<file path="src/rtl/egress_rr_arbiter_pkg.sv">
// Shared interconnect definitions: default egress widths and the round-robin pointer encoding.
// Latency: none (types, constants and a pure helper function only).
// Backpressure: none.
package egress_rr_arbiter_pkg;

    localparam int EGR_BW       = 6;  // data word width, matches the D0/D1 FIFO words
    localparam int EGR_CNT_W    = 8;  // per-port delivered-word counter width
    localparam int EGR_DEST_BIT = 4;  // bit of a word that names its destination port

    // Round-robin pointer: remembers which port was granted last.
    typedef enum logic {
        LAST_D0 = 1'b0,
        LAST_D1 = 1'b1
    } rr_state_t;

    // Returns {grant_d1, grant_d0}. With both ports available the port not
    // granted last wins; with one available it wins outright.
    function automatic logic [1:0] rr_grant(input rr_state_t last,
                                            input logic      d0_avail,
                                            input logic      d1_avail);
        if (d0_avail && (!d1_avail || last == LAST_D1)) begin
            return 2'b01;
        end
        if (d1_avail) begin
            return 2'b10;
        end
        return 2'b00;
    endfunction

endpackage

</file>
<file path="src/rtl/egress_skid_buf.sv">
// Two-entry strict-order output buffer of {port, data} entries.
// Latency: a written entry is visible at the head the cycle after the write.
// Backpressure: head is held while pop is low; the caller never writes when full.
//
// Ports: clk, reset (sync, active high), wr_vld/wr_dat (push), pop (head consumed),
//        head_vld/head_dat (registered head), occ (0..2 entries held).
module egress_skid_buf #(
    parameter int W = 7
) (
    input  logic         clk,
    input  logic         reset,
    input  logic         wr_vld,
    input  logic [W-1:0] wr_dat,
    input  logic         pop,
    output logic         head_vld,
    output logic [W-1:0] head_dat,
    output logic [1:0]   occ
);

    logic [W-1:0] mem [2];
    logic         wr_ptr;
    logic         rd_ptr;
    logic [1:0]   occ_q;

    always_ff @(posedge clk) begin
        if (reset) begin
            mem[0] <= '0;
            mem[1] <= '0;
            wr_ptr <= 1'b0;
            rd_ptr <= 1'b0;
            occ_q  <= 2'd0;
        end else begin
            if (wr_vld) begin
                mem[wr_ptr] <= wr_dat;
                wr_ptr      <= ~wr_ptr;
            end
            if (pop) begin
                rd_ptr <= ~rd_ptr;
            end
            // Simultaneous push and pop leaves the occupancy unchanged.
            case ({wr_vld, pop})
                2'b10:   occ_q <= occ_q + 2'd1;
                2'b01:   occ_q <= occ_q - 2'd1;
                default: occ_q <= occ_q;
            endcase
        end
    end

    assign head_vld = (occ_q != 2'd0);
    assign head_dat = mem[rd_ptr];
    assign occ      = occ_q;

endmodule

</file>
<file path="src/rtl/egress_rr_arbiter.sv">
// Round-robin merge of two destination FIFOs (D0/D1) into one tagged output stream.
// Latency: a FIFO word returned the cycle after its rd is presented on out_valid the next cycle.
// Backpressure: out_ready low holds the buffer; reads stop once buffered + in-flight words reach 2.
//
// Ports: clk, reset (sync, active high); D0_/D1_ empty, data_out (FIFO side), D0_/D1_ rd (pops);
//        out_valid/out_ready/out_data/out_port (sink side); pkt_cnt_d0/d1 (delivered words);
//        dest_err (sticky: a word's destination bit disagreed with the port it came from).
module egress_rr_arbiter
    import egress_rr_arbiter_pkg::*;
#(
    parameter int BW       = EGR_BW,
    parameter int CNT_W    = EGR_CNT_W,
    parameter int DEST_BIT = EGR_DEST_BIT
) (
    input  logic             clk,
    input  logic             reset,
    input  logic             D0_empty,
    input  logic             D1_empty,
    input  logic [BW-1:0]    D0_data_out,
    input  logic [BW-1:0]    D1_data_out,
    output logic             D0_rd,
    output logic             D1_rd,
    input  logic             out_ready,
    output logic             out_valid,
    output logic [BW-1:0]    out_data,
    output logic             out_port,
    output logic [CNT_W-1:0] pkt_cnt_d0,
    output logic [CNT_W-1:0] pkt_cnt_d1,
    output logic             dest_err
);

    rr_state_t     state_q;
    rr_state_t     state_d;
    logic [1:0]    grant;
    logic          issue_d0;
    logic          issue_d1;
    logic          can_issue;
    logic          transfer;
    logic          inflight_q;
    logic          inflight_port_q;
    logic [1:0]    occ;
    logic [1:0]    fill;
    logic [BW-1:0] wr_data;
    logic [BW:0]   buf_head;
    logic          buf_vld;

    assign out_valid = buf_vld;
    assign transfer  = buf_vld && out_ready;

    // fill never exceeds 2, so the returning in-flight word always has a free slot.
    // At fill == 2 a read is still safe when the head leaves this cycle.
    assign fill      = occ + {1'b0, inflight_q};
    assign can_issue = (fill < 2'd2) || ((fill == 2'd2) && transfer);

    always_ff @(posedge clk) begin
        if (reset) begin
            state_q <= LAST_D1;
        end else begin
            state_q <= state_d;
        end
    end

    // Reads are gated by reset so no pop escapes while the block is being cleared.
    always_comb begin
        state_d  = state_q;
        issue_d0 = 1'b0;
        issue_d1 = 1'b0;
        grant    = rr_grant(state_q, !D0_empty, !D1_empty);
        if (!reset && can_issue) begin
            if (grant[0]) begin
                issue_d0 = 1'b1;
                state_d  = LAST_D0;
            end else if (grant[1]) begin
                issue_d1 = 1'b1;
                state_d  = LAST_D1;
            end
        end
    end

    assign D0_rd = issue_d0;
    assign D1_rd = issue_d1;

    // One outstanding FIFO read, tagged with the port it was issued to.
    always_ff @(posedge clk) begin
        if (reset) begin
            inflight_q      <= 1'b0;
            inflight_port_q <= 1'b0;
        end else begin
            inflight_q      <= issue_d0 || issue_d1;
            inflight_port_q <= issue_d1;
        end
    end

    assign wr_data = inflight_port_q ? D1_data_out : D0_data_out;

    egress_skid_buf #(
        .W (BW + 1)
    ) u_skid_buf (
        .clk      (clk),
        .reset    (reset),
        .wr_vld   (inflight_q),
        .wr_dat   ({inflight_port_q, wr_data}),
        .pop      (transfer),
        .head_vld (buf_vld),
        .head_dat (buf_head),
        .occ      (occ)
    );

    assign out_port = buf_head[BW];
    assign out_data = buf_head[BW-1:0];

    always_ff @(posedge clk) begin
        if (reset) begin
            pkt_cnt_d0 <= '0;
            pkt_cnt_d1 <= '0;
        end else if (transfer) begin
            if (out_port) begin
                pkt_cnt_d1 <= pkt_cnt_d1 + CNT_W'(1);
            end else begin
                pkt_cnt_d0 <= pkt_cnt_d0 + CNT_W'(1);
            end
        end
    end

    // Checked on the buffer write, so the word is still delivered unchanged.
    always_ff @(posedge clk) begin
        if (reset) begin
            dest_err <= 1'b0;
        end else if (inflight_q && (wr_data[DEST_BIT] != inflight_port_q)) begin
            dest_err <= 1'b1;
        end
    end

endmodule
</file>
<file path="config.mk">
export PLATFORM = sky130hd
export DESIGN_NAME = egress_rr_arbiter
export DESIGN_NICKNAME = d
export VERILOG_FILES = /design/src/rtl/egress_rr_arbiter_pkg.sv /design/src/rtl/egress_skid_buf.sv /design/src/rtl/egress_rr_arbiter.sv
export SDC_FILE = /design/constraint.sdc
export NUM_CORES = 1
export LEC_CHECK = 0
export BUFFER_PORTS_ARGS = -buffer_cell sky130_fd_sc_hd__buf_2
export CORE_MARGIN = 8
export CORE_UTILIZATION = 57
export CTS_CLUSTER_DIAMETER = 80
export DETAILED_ROUTE_END_ITERATION = 12
export PLACE_DENSITY_LB_ADDON = 0.25
export SKIP_LAST_GASP = 1
export SYNTH_ARGS = -nofsm -noshare
export SYNTH_HDL_FRONTEND = slang
export SYNTH_HIERARCHICAL = 1
export SYNTH_SLANG_ARGS = --single-unit
</file>
<file path="constraint.sdc">
create_clock -name clk -period 5.79 [get_ports clk]
set_clock_uncertainty 0.1 [all_clocks]
set_input_delay 0.2895 -clock clk [delete_from_list [all_inputs] [get_ports clk]]
set_output_delay 0.2895 -clock clk [all_outputs]
set_load 0.05 [all_outputs]
</file>
==> results by group, run 1 <==
Route
  • Initial DRC count: 85
  • DRC Markers: 0
  • DRT antenna net count: 0
  • Vias: 1439
  • Via density: 5.349
  • Drt first pass iters: 4
  • WL per Instance: 13.92 microns
  • Total wire length: 3744 microns

CTS
  • Worst-Skew Late Latency: 0.33 ns
  • H-tree Lvls: 2
  • CTS tree: yes
  • Clk sinks: 39
  • Setup Buffers After CTS: 0
  • PostCTS Resize Cnt: 0
  • Cts hold-fix bufs: 0
  • Clock transition at path regs: 0.10 ns
  • CTS Buf Count: 5
  • Root buffer cell: clkbuf_4
  • CTS Buffer Depth: 2

Timing
  • Final Hold Fails: 0
  • Fmax achieved: 388.7 MHz
  • Final Setup Violations: 0
  • Minimum clock period: 2.573 ns
  • Worst-Margin Slew: 0.6106 ns
  • Post-Route Setup TNS: 0 ns
  • Fin. max-slew vios: 0
  • Final worst-path cycle share: 44.44%
  • Hold WS: 0.06188 ns
  • Unrepaired setup endpoints after global routing: false
  • Setup ws final: 3.217 ns
  • Rel. slew slack: 59.29%

Final layout
  • Layout cells sized above 1: 27.11%
  • Area grow syn2layout: 15.58%
  • Commonest cells after routing, fill and taps aside: 43 x buf_2, 28 x nor2_1, 25 x dfxtp_1
  • # diodes: 0
  • Nets: 245
  • Most common cell after layout, fill and taps aside: buf_2

Setup path
  • Highest net fanout along the worst path: 9
  • Reg2reg setup slack: 3.74 ns
  • Startpoint type of the worst setup path: register
  • Critical Path RT: 5.40 ns
  • Nature of the critical path endpoint: output port
  • Worst path arrival time: 2.18 ns
  • Reg2reg path depth: 4
  • RR Endpoint: pkt_cnt_d0[3]
  • WS Path Type: register to output port

Synthesis
  • Post-synth EDFFs: 14
  • Dominant synthesized flop cell: dfxtp_1
  • Yosys warns: 6
  • Post-Synthesis Cells: 182
  • Ys async rst share: 0%
  • Synth Cell Area: 0.001839 sq mm
  • Post-synth top area cell: dfxtp_1
  • Area share of the largest cell type after synthesis: 27.21%
  • Syn avg cell area: 10.11 sq um
  • Syn_nets: 203
  • Yosys cell types: 36
  • Post-synthesis sequential area ratio: 50.07%
  • Flop and latch count out of synthesis: 39
  • Synth top area cells: dfxtp_1 27%, edfxtp_1 23%, nor2_1 5.7%

Placement
  • Pre-CTS setup slack: 3.580 ns
  • PortBufs: 43
  • DP HPWL: 2777 microns
  • GPL Wtd Cong: 0.7573

Die
  • Std-Cell Rows: 20
  • Initial Util: 60.25%
  • Top Ports: 44
  • Core box area: 0.003053 sq mm
  • Die area: 0.005301 sq mm
  • Die Y: 72.81 microns
  • Die width: 72.81 microns

Hold path
  • Worst hold endpoint: inflight_port_q
  • Hold Crit Depth: 2
  • Hold crit path type: primary input to register
  • Worst hold start: D1_empty

Global routing
  • Gr usage total: 14.54%
  • Pin count of the biggest net entering global routing: 40
  • Initial antenna violation count: 0
  • First-pass GRT wire length: 6230 microns
  • Vias in the first global route: 1418
  • Gr ovfl total: 0

Outcome
  • Outcome: finished, final reports clean

Flow run
  • Max cap viols: 0

Power
  • Peak VDD IR: 0.2278 mV
  • Power Density: 366.0 mW/mm^2
  • Leakage power: 0.9050 nW
layer usage:
layer | up-vias | GRT usage, % | routed length [microns]
li1 | 731 | - | -
met4 | 0 | 4.667 | 38
met5 | - | 0 | 0
met2 | 40 | 25.45 | 1813
met1 | 663 | 15.42 | 1617
met3 | 5 | 5.907 | 275
worst max-delay path: stages (launching register included):
cell       delay [ns]
dfxtp_1          0.42
or2_1            0.34
nand3b_1         0.17
and2_1           0.21
a2111oi_0        0.38
buf_2            0.34
power breakdown:
| part | leakage, nW | internal, mW | switching, mW | total [mW] |
|---|---|---|---|---|
| Sequential | 0.351 | 0.324 | 0.0342 | 0.358 |
| Clock | 0.0293 | 0.0474 | 0.0806 | 0.128 |
| Combinational | 0.525 | 0.0874 | 0.204 | 0.292 |
| Total | 0.905 | 0.459 | 0.319 | 0.778 |
registers in the layout, summed over array words and instances (netlist names), named ones only:
name,flops
u_skid_buf/mem,14
u_skid_buf/wr_ptr,1
u_skid_buf/occ,2
dest_err,1
u_skid_buf/rd_ptr,1
inflight_port_q,1
pkt_cnt_d0,8
inflight_q,1
pkt_cnt_d1,8
state_q,1
final cells by class:
class | count | area, sq um
clock buffers | 7 | 45.04
clock inverters | 1 | 5.005
fillers | 255 | 927.1
inverters | 4 | 15.01
multi-input cells | 131 | 869.6
flip-flops and latches | 39 | 920.9
well taps | 44 | 55.05
repair buffers | 43 | 215.2
through the flow:
step,area (sq um),instances,power (mW),utilization (%)
after floorplan,1839,182,0.5947,-
after global placement,2076,261,0.6450,67.99
after detailed placement,2076,261,0.6566,67.99
after CTS,2126,269,0.7858,69.63
after global routing,2126,269,0.8214,69.63
final,2126,269,0.7781,69.63
worst max-delay path by stage:
stage / from / to / slack, ns / depth (start not counted)
6_report: u_skid_buf/occ[0] / D1_rd / 3.22 / 5
5_1_grt: u_skid_buf/occ[0] / D1_rd / 3.06 / 5
4_1_cts: u_skid_buf/occ[0] / D1_rd / 3.17 / 5
3_5_place_dp: u_skid_buf/occ[0] / D1_rd / 3.58 / 5
3_3_place_gp: u_skid_buf/occ[0] / D1_rd / 3.71 / 5
2_1_floorplan: u_skid_buf/occ[0] / D1_rd / 1.59 / 5
cell usage after synthesis (all sizes together) (2+ instances only):
| cell type | instances |
|---|---|
| edfxtp | 14 |
| nor4 | 2 |
| nand4 | 5 |
| nand3b | 2 |
| nor2 | 28 |
| or4 | 2 |
| o31ai | 2 |
| mux2i | 2 |
| dfxtp | 25 |
| ha | 4 |
| clkbuf | 5 |
| buf | 3 |
| nand2b | 11 |
| or3 | 6 |
| xnor2 | 2 |
| o21ai | 7 |
| inv | 4 |
| a2111oi | 2 |
| nand2 | 10 |
| xor2 | 6 |
| nand3 | 3 |
| mux2 | 15 |
| a21oi | 10 |
| nor2b | 3 |
cell families (layout without fill, tap and decap cells):
family / Yosys count / count (layout) / synth area share [%]
mux: 17 / 17 / 10.27
fa+ha+maj: 4 / 4 / 2.721
buf+inv: 12 / 55 / 2.653
compound gates: 25 / 25 / 8.164
flops: 39 / 39 / 50.07
xor+xnor: 8 / 8 / 3.810
simple gates: 77 / 77 / 22.31
(Power assumes the default switching activity.)
==> inputs of run 2 (changes only) <==
--- a/config.mk
+++ b/config.mk
@@ -5,9 +5,10 @@
 export SDC_FILE = /design/constraint.sdc
 export NUM_CORES = 1
 export LEC_CHECK = 0
+export ABC_AREA = 1
 export BUFFER_PORTS_ARGS = -buffer_cell sky130_fd_sc_hd__buf_2
 export CORE_MARGIN = 8
-export CORE_UTILIZATION = 57
+export CORE_UTILIZATION = 53
 export CTS_CLUSTER_DIAMETER = 80
 export DETAILED_ROUTE_END_ITERATION = 12
 export PLACE_DENSITY_LB_ADDON = 0.25
==> constraint.sdc (replaced) <==
create_clock -name clk -period 2.7 [get_ports clk]
set_clock_uncertainty 0.1 [all_clocks]
set_input_delay 0.135 -clock clk [delete_from_list [all_inputs] [get_ports clk]]
set_output_delay 0.135 -clock clk [all_outputs]
set_load 0.05 [all_outputs]
==> results by group, run 2 <==
Outcome
  • Outcome: finished, final reports clean

Power
  • Leakage power: 1.082 nW
  • Peak VDD IR: 0.4607 mV
  • Power Density: 736.1 mW/mm^2

Global routing
  • Gr usage total: 13.14%
  • Vias in the first global route: 1498
  • Pin count of the biggest net entering global routing: 15
  • First-pass GRT wire length: 6410 microns
  • Gr ovfl total: 0
  • Initial antenna violation count: 0

Synthesis
  • Yosys cell types: 25
  • Flop and latch count out of synthesis: 39
  • Most common cell in the netlist: nor2_1
  • Post-Synthesis Cells: 234
  • Yosys warns: 6
  • Ys async rst share: 0%
  • Post-synth top cells: 50 x nor2_1, 44 x nand2_1, 32 x inv_1
  • Syn avg cell area: 8.160 sq um
  • Post-synth EDFFs: 14
  • Dominant synthesized flop cell: dfxtp_1
  • Syn_nets: 255
  • Post-synth top area cell: dfxtp_1
  • Area share of the largest cell type after synthesis: 26.21%
  • Synth top area cells: dfxtp_1 26%, edfxtp_1 22%, nor2_1 9.8%
  • Synth Cell Area: 0.001909 sq mm
  • Post-synthesis sequential area ratio: 48.23%

Timing
  • Unrepaired setup endpoints after global routing: false
  • Final Hold Fails: 0
  • Rel. slew slack: 70.89%
  • Minimum clock period: 2.162 ns
  • Final worst-path cycle share: 80.07%
  • Worst-Margin Slew: 0.4362 ns
  • Post-Route Setup TNS: 0 ns
  • Fin. max-slew vios: 0
  • Fmax achieved: 462.5 MHz
  • Final Setup Violations: 0

CTS
  • H-tree Lvls: 2
  • Root buffer cell: clkbuf_4
  • Clock transition at path regs: 0.11 ns
  • Setup Buffers After CTS: 0
  • PostCTS Resize Cnt: 0
  • CTS tree: yes
  • Clk sinks: 39
  • Worst-Skew Late Latency: 0.34 ns
  • CTS Buf Count: 5
  • CTS Buffer Depth: 2

Setup path
  • Worst path depth: 8
  • Delay-heaviest family, CP: simple AND/OR/NAND/NOR gates
  • Slowest cell on crit path: dfxtp_1
  • Critical Path RT: 2.47 ns
  • CP Cell Sequence: or2_1 -> nand2_1 -> inv_1 -> nand2_1 -> nand2_1 -> nand2_1 -> nor3_1 -> buf_2
  • Nature of the critical path endpoint: output port
  • Worst path arrival time: 1.93 ns
  • Buf/Inv on CP: 2
  • Reg2reg path depth: 7
  • Crit path largest cell delay: 0.44 ns
  • Highest net fanout along the worst path: 7
  • Critical path's most frequent cell: nand2_1
  • Startpoint type of the worst setup path: register
  • WS Path Type: register to output port

Route
  • Total wire length: 3792 microns
  • DRC Markers: 0
  • Via density: 4.877
  • Wl on met1: 1723 microns
  • WL met2: 1835 microns
  • WL per Instance: 11.35 microns
  • Drt first pass iters: 4
  • WL met3: 203 microns
  • DRT antenna net count: 0
  • Vias: 1629
  • Max Used Layer: met4
  • Initial DRC count: 110

Final layout
  • Commonest cells after routing, fill and taps aside: 50 x nor2_1, 44 x nand2_1, 43 x buf_2
  • Layout cells sized above 1: 24.83%
  • Most common cell after layout, fill and taps aside: nor2_1
  • Area grow syn2layout: 19.59%
  • Non-Filler Cell Area, Final: 0.002283 sq mm
  • Max FFs per register: 14
  • Biggest register: u_skid_buf/mem
  • Largest regs: u_skid_buf/mem: 14 flops, pkt_cnt_d0: 8 flops, pkt_cnt_d1: 8 flops
  • # diodes: 0
  • Nets: 306

Die
  • Die width: 76.02 microns
  • Top Ports: 44
  • Core box area: 0.003551 sq mm
  • Die area: 0.005779 sq mm
  • Die Y: 76.02 microns
  • Initial Util: 53.77%
  • Std-Cell Rows: 22

Placement
  • GPL Wtd Cong: 0.7862
  • Placed inst area: 0.002167 sq mm
  • DP HPWL: 2802 microns
  • PortBufs: 43

Hold path
  • Hold crit path type: primary input to register
  • Hold Crit Depth: 3

Flow run
  • Max cap viols: 0
-- run 2: changes by cell type in the layout (fill, tap and decap cells not counted), sizes merged, moves of 4 or more --
cell         before  now
xor2              6    1
nand2            10   45
nand2b           11    0
nand3             3   20
nand4             5    1
or3               6    0
nor2             28   53
inv               4   35
dlygate4sd3       0    4
-- run 2: logic make-up after synthesis --
kind of cell    Yosys count  share of synthesized area (%)
fa+ha+maj                 4                          2.621
flops                    39                          48.23
simple gates            124                          27.79
compound gates           15                          4.194
mux                      12                          8.453
xor+xnor                  2                         0.9176
buf+inv                  38                          7.799
-- run 2: layer usage --
| metal | global-route usage (%) | up-vias |
|---|---|---|
| met3 | 3.774 | 4 |
| li1 | - | 850 |
| met5 | 0 | - |
| met4 | 6.078 | 0 |
| met1 | 14.77 | 735 |
| met2 | 22.28 | 40 |
-- run 2: worst register-to-register path, cell delays in order, from the launching register on --
cell and delay, ns:
dfxtp_1 0.60, mux2_4 0.38, inv_1 0.06, nand3_1 0.17
nor2_1 0.25, nand3_1 0.10, nand2_1 0.07, nor2_1 0.04
-- run 2: power breakdown --
part	total, mW	switching (mW)	internal, mW
Sequential	0.745	0.0680	0.677
Combinational	0.557	0.377	0.180
Clock	0.379	0.189	0.190
Total	1.68	0.634	1.05
-- run 2: cell type report --
class                   instances  area, sq um
flip-flops and latches         39        920.9
well taps                      48        60.06
repair buffers                 47        255.2
multi-input cells             157        839.6
clock buffers                   5        37.54
clock inverters                 3        38.79
inverters                      35        131.4
fillers                       306         1267
-- run 2: worst paths after layout --
check / slack (ns) / startpoint / to
worst min register to register: 0.35 / dest_err / dest_err
worst max-delay path: 0.54 / u_skid_buf/occ[0] / D1_rd
worst max register to register: 0.86 / register / pkt_cnt_d0[7]
worst min-delay path: 0.02 / D0_data_out[4] / dest_err
-- run 2: what timing repair did --
item | in CTS | in global routing
hold buffers | 4 | 0
endpoints found under the hold margin | 8 | 0
endpoints found under the setup margin | 0 | 0
-- run 2: per-stage QoR --
stage | setup slack (ns) | total power [mW] | cells | util (%) | hold WS (ns)
6_report | 0.5380 | 1.681 | 334 | 64.31 | 0.02166
2_1_floorplan | 0.07481 | 1.202 | 234 | - | 0.1041
3_5_place_dp | 0.8347 | 1.313 | 322 | 61.03 | 0.2538
5_1_grt | 0.3631 | 1.767 | 334 | 64.31 | 0.04527
4_1_cts | 0.5185 | 1.697 | 334 | 64.31 | 0.01005
3_3_place_gp | 0.8772 | 1.303 | 322 | 61.03 | 0.2521
==> inputs of run 3 (changes only) <==
--- a/config.mk
+++ b/config.mk
@@ -5,10 +5,10 @@
 export SDC_FILE = /design/constraint.sdc
 export NUM_CORES = 1
 export LEC_CHECK = 0
-export ABC_AREA = 1
+export ABC_AREA = 0
 export BUFFER_PORTS_ARGS = -buffer_cell sky130_fd_sc_hd__buf_2
 export CORE_MARGIN = 8
-export CORE_UTILIZATION = 53
+export CORE_UTILIZATION = 52
 export CTS_CLUSTER_DIAMETER = 80
 export DETAILED_ROUTE_END_ITERATION = 12
 export PLACE_DENSITY_LB_ADDON = 0.25
==> constraint.sdc (replaced) <==
create_clock -name clk -period 1.99 [get_ports clk]
set_clock_uncertainty 0.1 [all_clocks]
set_input_delay 0.0995 -clock clk [delete_from_list [all_inputs] [get_ports clk]]
set_output_delay 0.0995 -clock clk [all_outputs]
set_load 0.05 [all_outputs]
==> results by group, run 3 (synthesis results as in run 1) <==
Outcome
  • Outcome: finished, final reports clean

Final layout
  • Max FFs per register: 14
  • # diodes: 0
  • Register area: 925.9 sq um
  • Nets: 253
  • Layout cells sized above 1: 32.62%
  • Largest regs: u_skid_buf/mem: 14 flops, pkt_cnt_d0: 8 flops, pkt_cnt_d1: 8 flops
  • Non-Filler Cell Area, Final: 0.002301 sq mm
  • Filler cells: 278
  • Biggest register: u_skid_buf/mem
  • Area grow syn2layout: 25.10%
  • Commonest cells after routing, fill and taps aside: 41 x buf_2, 28 x nor2_1, 23 x dfxtp_1
  • Most common cell after layout, fill and taps aside: buf_2
  • Area occupied by multi-input gates: 920.9 sq um

Power
  • Clk network pwr share: 21.2%
  • Internal Power: 1.589 mW
  • Reg power frac: 39.9%
  • Leakage power: 0.9700 nW
  • Switching Share: 38.47%
  • Comb pwr share: 38.8%
  • Peak VDD IR: 0.9022 mV
  • Pwr Total: 2.583 mW
  • Sw Pwr: 0.9938 mW
  • Power Density: 1123 mW/mm^2

CTS
  • CTS Buf Count: 5
  • CTS Buffer Depth: 2
  • Clock transition at path regs: 0.11 ns
  • H-tree Lvls: 2
  • Root buffer cell: clkbuf_4
  • Worst-Skew Late Latency: 0.34 ns
  • Clk sinks: 39
  • CTS tree: yes

Timing
  • Setup ws final: 0.009492 ns
  • Worst-Margin Slew: 0.4147 ns
  • Minimum clock period: 1.981 ns
  • Hold WS: 0.03223 ns
  • Rel. slew slack: 71.64%
  • Fmax achieved: 504.9 MHz
  • Final Hold Fails: 0
  • Final Setup Violations: 0
  • Unrepaired setup endpoints after global routing: true
  • Final worst-path cycle share: 99.52%
  • Fin. max-slew vios: 0
  • Post-Route Setup TNS: 0 ns

Setup path
  • Worst path arrival time: 1.78 ns
  • Startpoint type of the worst setup path: register
  • Reg2reg setup slack: 0.09 ns
  • WS Path Type: register to output port
  • Reg2reg path depth: 6
  • Reg2reg start: u_skid_buf/occ[0]
  • Nature of the critical path endpoint: output port
  • RR Endpoint: u_skid_buf/occ[1]
  • Highest net fanout along the worst path: 4
  • Critical Path RT: 1.79 ns

Die
  • Die width: 75.48 microns
  • Die area: 0.005696 sq mm
  • Core box area: 0.003363 sq mm
  • Initial Util: 54.69%
  • Top Ports: 44
  • Die Y: 75.48 microns
  • Std-Cell Rows: 21

Global routing
  • Pin count of the biggest net entering global routing: 26
  • Initial antenna violation count: 0
  • Gr ovfl total: 0
  • Gr usage total: 14.47%
  • First-pass GRT wire length: 6078 microns
  • Vias in the first global route: 1398

Placement
  • Pre-CTS setup slack: 0.1554 ns
  • GPL Wtd Cong: 0.7946
  • DP HPWL: 2830 microns
  • Placed inst area: 0.002130 sq mm
  • PortBufs: 43

Route
  • Total wire length: 3955 microns
  • Vias: 1495
  • Drt first pass iters: 4
  • DRT antenna net count: 0
  • DRC Markers: 0
  • Initial DRC count: 123
  • Via density: 5.358
  • WL per Instance: 14.18 microns

Hold path
  • Hold crit path type: primary input to register
  • Worst hold endpoint: dest_err
  • Hold Crit Depth: 4
  • Worst hold start: D0_data_out[4]

Flow run
  • Max cap viols: 0
run 3: changes by cell type in the layout (fill, tap and decap cells not counted), sizes merged, moves of 5 or more:
| cell | before | now |
|---|---|---|
| or3 | 0 | 6 |
| nand3 | 20 | 3 |
| buf | 43 | 48 |
| nand2 | 45 | 10 |
| xor2 | 1 | 6 |
| nand2b | 0 | 11 |
| nor2 | 53 | 28 |
| inv | 35 | 4 |
run 3: repair_timing:
action                                  CTS  global route
endpoints found under the hold margin     3             0
buffers inserted                          1             2
resized for setup                         7             3
endpoints found under the setup margin    2             2
gates cloned                              0             0
pin swaps                                 0             1
hold buffers                              3             0
run 3: how the worst max path moves through the flow:
stage                           start                end  slack (ns)  cells after the start
finish              u_skid_buf/occ[0]              D0_rd       0.009                      5
detailed placement  u_skid_buf/occ[0]  u_skid_buf/occ[1]        0.16                      6
global route        u_skid_buf/occ[0]              D0_rd       -0.07                      5
CTS                 u_skid_buf/occ[0]              D0_rd       0.005                      5
global placement    u_skid_buf/occ[0]  u_skid_buf/occ[1]        0.22                      6
floorplan           u_skid_buf/occ[0]              D1_rd        0.02                      5
run 3: worst max-delay path, cell delays in order (launching register included):
cell and delay (ns):
dfxtp_4 0.38, ha_4 0.20, nand3b_1 0.19, and2_4 0.19, nor4_4 0.29, buf_6 0.20
run 3: layout make-up:
type | instances | area share, %
clock inverter | 2 | 1.523
timing repair buffer | 51 | 12.83
multi-input combinational | 131 | 40.02
sequential | 39 | 40.24
clock buffer | 6 | 2.229
inverter | 4 | 0.6525
tap | 46 | 2.501
run 3: through the flow:
step	utilization (%)	instances
after detailed placement	63.32	265
after CTS	67.41	277
final	68.42	279
after global routing	68.42	279
after global placement	63.32	265
after floorplan	-	182
run 3: per-layer routing:
| layer | vias up | global-route usage (%) | part of all wire, % |
|---|---|---|---|
| met5 | - | 0 | 0 |
| met4 | 0 | 6.823 | 1.4 |
| met3 | 4 | 6.316 | 6.0 |
| met2 | 37 | 23.87 | 48 |
| met1 | 709 | 15.59 | 44 |
| li1 | 745 | - | - |
run 3: power by group through the flow:
stage,Combinational [mW],Sequential [mW],Clock [mW]
final,1.00,1.03,0.549
after global routing,1.07,1.05,0.593
after CTS,0.972,1.02,0.564
after detailed placement,0.925,1.04,0
after global placement,0.898,1.04,0
after floorplan,0.702,1.07,0
